File: src/rtl/neighbor_reader.sv
// Walks the neighbor-list RAM and streams (vertex, neighbor) pairs
// over a valid/ready handshake; read-only master of the NBR RAM.
module neighbor_reader #(
    parameter int MAX_NEIGHBOR_COUNT = 10,
    parameter int ADDR_WIDTH         = 9
) (
    input  logic                  clk,
    input  logic                  rst,
    input  logic                  start,
    input  logic [31:0]           vertex_count,
    input  logic [31:0]           RAM_NBR_Do,
    output logic                  RAM_NBR_EN,
    output logic [3:0]            RAM_NBR_WE,
    output logic [ADDR_WIDTH-1:0] RAM_NBR_A,
    output logic [31:0]           RAM_NBR_Di,
    output logic                  out_valid,
    input  logic                  out_ready,
    output logic [31:0]           out_vertex,
    output logic [31:0]           out_neighbor,
    output logic [3:0]            out_count,
    output logic                  out_last,
    output logic                  busy,
    output logic                  overflow
);

    localparam logic [3:0] CMAX = 4'(MAX_NEIGHBOR_COUNT - 1);
    localparam logic [ADDR_WIDTH-1:0] STRIDE = ADDR_WIDTH'(MAX_NEIGHBOR_COUNT);

    typedef enum logic [2:0] {
        S_IDLE,
        S_ADDR_CNT,
        S_WAIT_CNT,
        S_ADDR_NBR,
        S_WAIT_NBR,
        S_EMIT,
        S_DONE
    } state_t;

    state_t                state_q;
    logic [31:0]           v_q;
    logic [ADDR_WIDTH-1:0] base_q;
    logic [3:0]            cnt_q;
    logic [3:0]            k_q;
    logic                  en_q;
    logic [ADDR_WIDTH-1:0] addr_q;
    logic                  valid_q;
    logic [31:0]           ov_vertex_q;
    logic [31:0]           ov_nbr_q;
    logic [3:0]            ov_count_q;
    logic                  ov_last_q;
    logic                  busy_q;
    logic                  ovf_q;

    // The RAM is never written; its write port is tied off.
    assign RAM_NBR_WE   = 4'b0000;
    assign RAM_NBR_Di   = 32'd0;
    assign RAM_NBR_EN   = en_q;
    assign RAM_NBR_A    = addr_q;
    assign out_valid    = valid_q;
    assign out_vertex   = ov_vertex_q;
    assign out_neighbor = ov_nbr_q;
    assign out_count    = ov_count_q;
    assign out_last     = ov_last_q;
    assign busy         = busy_q;
    assign overflow     = ovf_q;

    always_ff @(negedge clk or posedge rst) begin
        if (rst) begin
            state_q     <= S_IDLE;
            v_q         <= '0;
            base_q      <= '0;
            cnt_q       <= '0;
            k_q         <= '0;
            en_q        <= 1'b0;
            addr_q      <= '0;
            valid_q     <= 1'b0;
            ov_vertex_q <= '0;
            ov_nbr_q    <= '0;
            ov_count_q  <= '0;
            ov_last_q   <= 1'b0;
            busy_q      <= 1'b0;
            ovf_q       <= 1'b0;
        end else begin
            unique case (state_q)
                S_IDLE: begin
                    if (start) begin
                        busy_q  <= 1'b1;
                        ovf_q   <= 1'b0;
                        en_q    <= 1'b1;
                        v_q     <= 32'd1;
                        base_q  <= '0;
                        state_q <= (vertex_count == 32'd0) ? S_DONE : S_ADDR_CNT;
                    end
                end
                S_ADDR_CNT: begin
                    addr_q  <= base_q;
                    state_q <= S_WAIT_CNT;
                end
                S_WAIT_CNT: begin
                    if (RAM_NBR_Do[3:0] > CMAX) begin
                        cnt_q <= CMAX;
                        ovf_q <= 1'b1;
                    end else begin
                        cnt_q <= RAM_NBR_Do[3:0];
                    end
                    if (RAM_NBR_Do[3:0] == 4'd0) begin
                        ov_vertex_q <= v_q;
                        ov_nbr_q    <= '0;
                        ov_count_q  <= '0;
                        ov_last_q   <= 1'b1;
                        valid_q     <= 1'b1;
                        state_q     <= S_EMIT;
                    end else begin
                        k_q     <= 4'd1;
                        state_q <= S_ADDR_NBR;
                    end
                end
                S_ADDR_NBR: begin
                    addr_q  <= base_q + ADDR_WIDTH'(k_q);
                    state_q <= S_WAIT_NBR;
                end
                S_WAIT_NBR: begin
                    ov_vertex_q <= v_q;
                    ov_nbr_q    <= RAM_NBR_Do;
                    ov_count_q  <= cnt_q;
                    ov_last_q   <= (k_q == cnt_q);
                    valid_q     <= 1'b1;
                    state_q     <= S_EMIT;
                end
                S_EMIT: begin
                    if (out_ready) begin
                        valid_q <= 1'b0;
                        if (!ov_last_q) begin
                            k_q     <= k_q + 4'd1;
                            state_q <= S_ADDR_NBR;
                        end else if (v_q < vertex_count) begin
                            v_q     <= v_q + 32'd1;
                            base_q  <= base_q + STRIDE;
                            state_q <= S_ADDR_CNT;
                        end else begin
                            state_q <= S_DONE;
                        end
                    end
                end
                S_DONE: begin
                    en_q    <= 1'b0;
                    busy_q  <= 1'b0;
                    state_q <= S_IDLE;
                end
                default: state_q <= S_IDLE;
            endcase
        end
    end

endmodule

File: config.mk
export PLATFORM = sky130hd
export DESIGN_NAME = neighbor_reader
export DESIGN_NICKNAME = d
export VERILOG_FILES = /design/src/rtl/neighbor_reader.sv
export SDC_FILE = /design/constraint.sdc
export NUM_CORES = 1
export LEC_CHECK = 0
export CAP_MARGIN = 20
export CORE_MARGIN = 2
export CORE_UTILIZATION = 45
export DETAILED_ROUTE_END_ITERATION = 8
export PLACE_DENSITY = 0.79
export SLEW_MARGIN = 20
export SYNTH_ARGS = -nofsm -noshare
export SYNTH_HDL_FRONTEND = slang
export SYNTH_SLANG_ARGS = --single-unit
File: constraint.sdc
create_clock -name clk -period 3.6 [get_ports clk]
set_input_delay 0.54 -clock clk [delete_from_list [all_inputs] [get_ports clk]]
set_output_delay 0.54 -clock clk [all_outputs]
set_load 0.01 [all_outputs]
**Yosys cells after proc, flatten, opt, wreduce, memory -nomap -nowiden**

Index checks and enable logic that the tools add are counted.

- Input port bits: 68
- Logic and storage cells: 89
- Output and inout port bits: 118
- Register bits: 133

- Reductions and logical operators: 17
- Add/subtract/negate cells: 4
- Magnitude comparators: 2
- Multiplexer cells: 38
- Eq/ne operators: 15

Operator list:

| kind | count |
|---|---|
| 2-to-1 mux 32 bit | 6 |
| case mux 32 bit (2 select lines) | 3 |
| 2-to-1 mux 9 bit | 4 |
| case mux 9 bit (2 select lines) | 2 |
| adder 32 x 1 -> 32 bit (second input constant) | 1 |
| logical NOT 32 bit | 1 |
| less-than comparator 32 bit | 1 |
| 2-to-1 mux 4 bit | 5 |
| 2-to-1 mux 3 bit | 6 |
| case mux 3 bit (6 select lines) | 1 |
| inequality test 2 bit (second input constant) | 8 |
| case mux 4 bit (2 select lines) | 2 |
| nonzero test 2 bit | 6 |
| adder 9 x 4 -> 9 bit | 1 |
| adder 9 x 4 -> 9 bit (second input constant) | 1 |
| == test 3 bit (second input constant) | 3 |
| == test 3 x 2 -> 1 bit (second input constant) | 2 |
| case mux 1 bit (2 select lines) | 3 |
| AND reduction 2 bit | 3 |
| AND reduction 3 bit | 2 |
| 2-to-1 mux 1 bit | 5 |
| AND reduction 5 bit | 1 |
| adder 4 x 1 -> 4 bit (second input constant) | 1 |
| == test 4 bit | 1 |
| other kinds (7) | 7 |

**Logic depth before layout (Yosys ltp)**

Gate-level depths: netlist of run 1.

- Word-level depth: 5
- Depth in mapped cells: 11
- Gate-level depth less buffers: 9

==> reports/metrics.yaml, run 1 <==
timing:
  whs_ns: 0.411
  fin_skew_ns: 0.00945
  drv_slew: 0
  setup_viol: 43
  worst_slack_ns: -0.600
  worst_pin_slew_ns: 0.686
  hold_viol: 0
  rsz0062_at_grt: "true"
  max_slew_margin_pct: 54.2
  tns_ns: -19.73
clock_tree:
  clk_pin_slew_ns: 0.04
  hold_buffers: 0
  cts-root-buf: "clkbuf_16"
  htreeDepth: 4
  insertion_delay_ns: 0.40
  cts_tree: "yes"
  clock-sinks: 132
  numCtsBuffers: 17
  cts_buffer_depth: 2
critical_path:
  critPathMaxStageDelay_ns: 0.36
  r2r_cells: 10
  critPathLaunch: "vertex_count[18]"
  worst_setup_path_end_kind: "flip-flop"
  crit_arrival_ns: 2.64
  crit_slowest_cell: "a211oi_2"
  start_kind: "input pin"
  cp_cell_sequence: "clkdlybuf4s15_1 > inv_2 > ha_4 > nand2_2 > o21ai_2 > a211oi_2 > o21a_1 > o21ai_4 > buf_12 > buf_6 > a21oi_4 > mux2_4"
  worstReg2RegStart: "v_q[9]"
  rrSetupSlack_ns: 0.80
  worstSetupPathType: "in -> reg"
  critPathMaxFanout: 4
  reg2reg_to: "base_q[1]"
  critical_path_required_ns: 2.04
  crit_end: "base_q[1]"
routing:
  drtAntennaViolNets: 0
  drtPass1Iterations: 5
  route.detailed.drc: 0
  routedWlPerCell_um: 18.4
  vias: 6617
  wl_mm: 21.7
  vias_per_cell: 5.59
  drt-initial-drc-count: 476
yosys:
  synth_ff_type: "dfrtn_1"
  yosys.cell_types.count: 55
  ys_seq_area_share_pct: 44.8
  yosysWarnings: 0
  synth_seq_cells: 132
  syn-cell-area_sq_mm: 0.00737
  syn_area_per_cell_sq_um: 9.96
  async_flop_share_pct: 100
  synth_edf_count: 0
  syn_inst: 740
min_path:
  hp-class: "reg -> reg"
  holdPathStages: 2
finish:
  fin_nets: 1061
  antennaDiodeCount: 0
  drive_gt1_share_pct: 31.3
  syn_to_final_growth_pct: 49.8
  n_fill_cell: 1220
  multi_input_comb_area_sq_mm: 0.00437
  fin_cells: 1183
  final_common_cell: "dfrtn_1"
  final_cell_mix: "dfrtn_1, dlygate4sd2_1, nand2_1"
  regArea_sq_mm: 0.00330
run_status:
  violations: "negative setup slack"
  status: "finished, violations left"
pwr:
  leakage_uw: 0.00519
  p_per_area_mw_per_mm2: 533
  total_power_uw: 5880
  ir_drop_uv: 394
run:
  maxCapViolCount: 0
die:
  die_w_um: 132
  floorplan.die_area_sq_mm: 0.0174
  fp.coreArea_sq_mm: 0.0159
  die_h_um: 132
  rows: 46
  initial_core_util_pct: 46.2
  io-pin-count: 186
placed_design:
  dp_cells: 1123
  hpwlAfterDp_mm: 13.9
  io_buffers: 149
  dp_worst_setup_slack_ns: -1.41
  place_congestion: 0.856
global_route:
  grt_overflow: 0
  grt_usage_pct: 24.3
  grt_pass1_vias: 6750
  antenna_found_initial: 0
  grt_pass1_wl_mm: 34.1
  grt_max_degree: 54
==> layout make-up <==
cell class,count,area share (%)
Tap cell,216,2.45
Multi-Input combinational cell,525,39.6
Clock buffer,21,4.26
Inverter,43,1.93
Sequential cell,132,29.9
Clock inverter,9,1.17
Timing Repair Buffer,237,20.6
==> where the power goes <==
group / switching, uW / total, uW / leakage [uW] / internal [uW]
logic: 1050 / 2010 / 0.00314 / 960
registers: 269 / 2100 / 0.00175 / 1830
clock network: 641 / 1770 / 0.000291 / 1130
==> cell families after synthesis <==
logic type               share of synthesized area [%]
AND/OR/NAND/NOR                                   14.6
AO/OA/AOI/OAI                                     15.7
flip-flops                                        44.8
buffers and inverters                             8.08
multiplexers                                      8.98
adder cells (fa/ha/maj)                           6.28
XOR/XNOR                                          1.43
other                                           0.0509
==> how the worst min path moves through the flow <==
stage / from / endpoint / slack, ns
after global placement: RAM_NBR_A[0] / RAM_NBR_A[0] / 0.42
after detailed placement: RAM_NBR_A[0] / RAM_NBR_A[0] / 0.42
after floorplan: cnt_q[1] / cnt_q[1] / 0.45
final: RAM_NBR_A[0] / RAM_NBR_A[0] / 0.41
after CTS: RAM_NBR_A[0] / RAM_NBR_A[0] / 0.41
after global routing: RAM_NBR_A[2] / RAM_NBR_A[2] / 0.44
==> per-stage QoR <==
stage	utilization [%]	instance area, sq um
after global placement	61.9	9870
after detailed placement	61.9	9870
final	69.2	11000
after floorplan	-	8030
after CTS	67.7	10800
after global routing	69.2	11000
==> routing by layer <==
layer  GRT usage [%]  vias to the layer above  routed length [um]
met2            41.6                      317               11000
met3            6.19                       76                1580
met1            29.2                     3198                8480
met5               0                        -                   0
li1                -                     3026                   -
met4            9.54                        0                 726
==> timing repair <==
action / 4_1_cts / 5_1_grt
pin swaps: 38 / 40
setup buffers: 20 / 11
gates resized for setup: 248 / 64
cloned: 3 / 1
endpoints found under the setup margin: 156 / 55
==> sequential cells by signal, indices dropped and copies added (netlist names), 3 cells and up <==
name,cells
base_q,8
out_count,4
cnt_q,4
state_q,3
k_q,4
out_neighbor,32
out_vertex,32
RAM_NBR_A,9
v_q,32
==> critical path, delay by kind of cell <==
kind,cells,cell delay (ns)
AO/OA/AOI/OAI,5,0.94
buffers and inverters,4,0.51
multiplexers,1,0.33
adder cells (fa/ha/maj),1,0.22
AND/OR/NAND/NOR,1,0.08
==> Yosys cell counts (2+ instances only) <==
cell	number	area, sq um
nand2_1	79	297
a21o_1	4	30.0
nor4_1	9	56.3
o41ai_1	2	17.5
nand4_1	20	125
buf_1	5	18.8
xnor2_1	10	87.6
a22oi_1	2	15.0
and3_1	6	37.5
clkbuf_1	27	101
inv_1	43	161
mux2_2	33	372
o21ai_0	31	155
nor2b_1	2	12.5
nor2_1	23	86.3
ha_1	37	463
buf_2	5	25.0
mux2i_1	29	290
o21a_1	4	30.0
or4_1	6	45.0
and2_1	4	25.0
a22o_1	36	315
dfrtn_1	132	3300
a2111o_1	6	67.6
nand2b_1	27	169
a21oi_1	42	210
a31oi_1	2	12.5
buf_4	37	278
nor3_1	6	30.0
or3_1	3	18.8
a2111oi_2	4	60.1
o31ai_1	5	37.5
o211ai_1	2	15.0
a211oi_1	10	75.1
nand3_1	26	130
xor2_1	2	17.5
Note: power is estimated with default switching activity, not from simulation.
==> run 2, diff against run 1 <==
--- a/config.mk
+++ b/config.mk
@@ -14,3 +14,4 @@
 export SYNTH_ARGS = -nofsm -noshare
 export SYNTH_HDL_FRONTEND = slang
 export SYNTH_SLANG_ARGS = --single-unit
+export TNS_END_PERCENT = 50
==> run 2 against run 1 <==
Against the previous run: the flow still finishes with violations (negative setup slack); flip-flop and latch count stayed put; final cell count increased by 0.59%; clock-buffer cell count fell by 4; critical path type unchanged; highest routed layer unchanged.
==> reports/metrics.yaml, run 2 (synthesized netlist as in run 1, its figures left out) <==
global_route:
  grt_usage_pct: 26.0
  grt_max_degree: 45
  grt_pass1_vias: 6987
  grt_pass1_wl_mm: 36.3
  antenna_found_initial: 0
  grt_overflow: 0
finish:
  final_common_cell: "dfrtn_1"
  fin_cells: 1190
  stdcell_area_sq_mm: 0.0110
  final_cell_mix: "dfrtn_1, dlygate4sd2_1, nand2_1"
  n_fill_cell: 1147
  fin_nets: 1066
  drive_gt1_share_pct: 31.6
  syn_to_final_growth_pct: 49.6
  antennaDiodeCount: 0
critical_path:
  reg2reg_to: "v_q[6]"
  rrSetupSlack_ns: 0.62
  worstReg2RegStart: "v_q[21]"
  start_kind: "input pin"
  critical_path_required_ns: 2.04
  critPathMaxFanout: 6
  r2r_cells: 11
  worst_setup_path_end_kind: "flip-flop"
  critPathLaunch: "vertex_count[21]"
  crit_arrival_ns: 2.80
  worstSetupPathType: "in -> reg"
min_path:
  holdPathStages: 2
  hp-class: "reg -> reg"
  min_from: "RAM_NBR_A[5]"
  min_to: "RAM_NBR_A[5]"
pwr:
  combPwrFrac_pct: 33.9
  seqPwrFrac_pct: 36.1
  ir_drop_uv: 413
  clock_power_share_pct: 30.0
  p_per_area_mw_per_mm2: 535
  sw_frac_of_total_pct: 34.7
  total_power_uw: 5890
  leakage_uw: 0.00522
  p_int_uw: 3850
  switchingPower_uw: 2040
run:
  maxCapViolCount: 0
routing:
  wl_mm: 23.5
  drt-initial-drc-count: 680
  vias: 6865
  vias_per_cell: 5.77
  routedWlPerCell_um: 19.8
  drtPass1Iterations: 6
  drtAntennaViolNets: 0
  route.detailed.drc: 0
clock_tree:
  hold_buffers: 0
  cts-root-buf: "clkbuf_16"
  cts_tree: "yes"
  numCtsBuffers: 17
  insertion_delay_ns: 0.40
  cts_buffer_depth: 2
  clock-sinks: 132
  clk_pin_slew_ns: 0.05
  htreeDepth: 4
die:
  rows: 46
  initial_core_util_pct: 46.2
  fp.coreArea_sq_mm: 0.0159
  io-pin-count: 186
  die_w_um: 132
  floorplan.die_area_sq_mm: 0.0174
  die_h_um: 132
timing:
  max_slew_margin_pct: 39.1
  worst_slack_ns: -0.761
  setup_viol: 44
  whs_ns: 0.418
  rsz0062_at_grt: "true"
  hold_viol: 0
  worst_pin_slew_ns: 0.911
  fin_skew_ns: 0.00719
  drv_slew: 0
placed_design:
  hpwlAfterDp_mm: 13.4
  dp_cells: 1122
  io_buffers: 149
  dpl_cell_area_sq_mm: 0.00962
  place_congestion: 0.856
run_status:
  status: "finished, violations left"
  violations: "negative setup slack"
-- run 2: critical path, stage by stage --
cell and delay, ns:
buf_4 0.12, inv_4 0.05, ha_4 0.19, a21oi_1 0.16, o21ai_1 0.18, a221oi_4 0.41
o21a_1 0.24, o21ai_4 0.10, buf_4 0.15, buf_6 0.13, buf_6 0.12, a2111oi_4 0.28
mux2i_1 0.11
-- run 2: cell type report --
class,instances,area (sq um),share of cell area (%)
Clock buffer,17,425,3.86
Clock inverter,15,173,1.57
Inverter,43,200,1.82
Multi-Input combinational cell,526,4350,39.4
Sequential cell,132,3300,30.0
Tap cell,216,270,2.45
Timing Repair Buffer,241,2300,20.9
-- run 2: how the worst max path moves through the flow --
| stage | endpoint | slack, ns |
|---|---|---|
| finish | v_q[6] | -0.76 |
| global placement | base_q[1] | -1.28 |
| detailed placement | v_q[0] | -1.33 |
| floorplan | v_q[21] | -0.56 |
| global route | v_q[6] | -0.82 |
| CTS | base_q[1] | -0.49 |
-- run 2: per-layer routing --
| metal | up-vias | part of all wire, % | track usage, % |
|---|---|---|---|
| met3 | 102 | 8.0 | 5.57 |
| met4 | 0 | 4.6 | 12.3 |
| met2 | 416 | 49 | 44.0 |
| li1 | 3034 | - | - |
| met5 | - | 0 | 0 |
| met1 | 3313 | 38 | 31.7 |
-- run 2: power groups by stage --
| stage | combinational, uW | clock [uW] | sequential (uW) |
|---|---|---|---|
| CTS | 1950 | 1780 | 2120 |
| global route | 2160 | 1850 | 2180 |
| detailed placement | 1980 | 0 | 2140 |
| finish | 2000 | 1770 | 2130 |
| floorplan | 994 | 0 | 2160 |
| global placement | 1930 | 0 | 2140 |
-- run 2: per-stage QoR --
stage          worst slack (ns)  util, %  TNS (ns)
2_1_floorplan            -0.560        -    -61.42
3_3_place_gp              -1.28     60.3    -80.75
3_5_place_dp              -1.33     60.3    -83.12
4_1_cts                  -0.495     68.1    -17.58
5_1_grt                  -0.816     69.1    -29.99
6_report                 -0.761     69.1    -25.91
-- run 2: timing repair --
action                                  CTS  global route
gates cloned                              7             0
setup buffers                            20            16
pin swaps                                57            22
endpoints found under the setup margin  156            73
gates resized for setup                 322            35
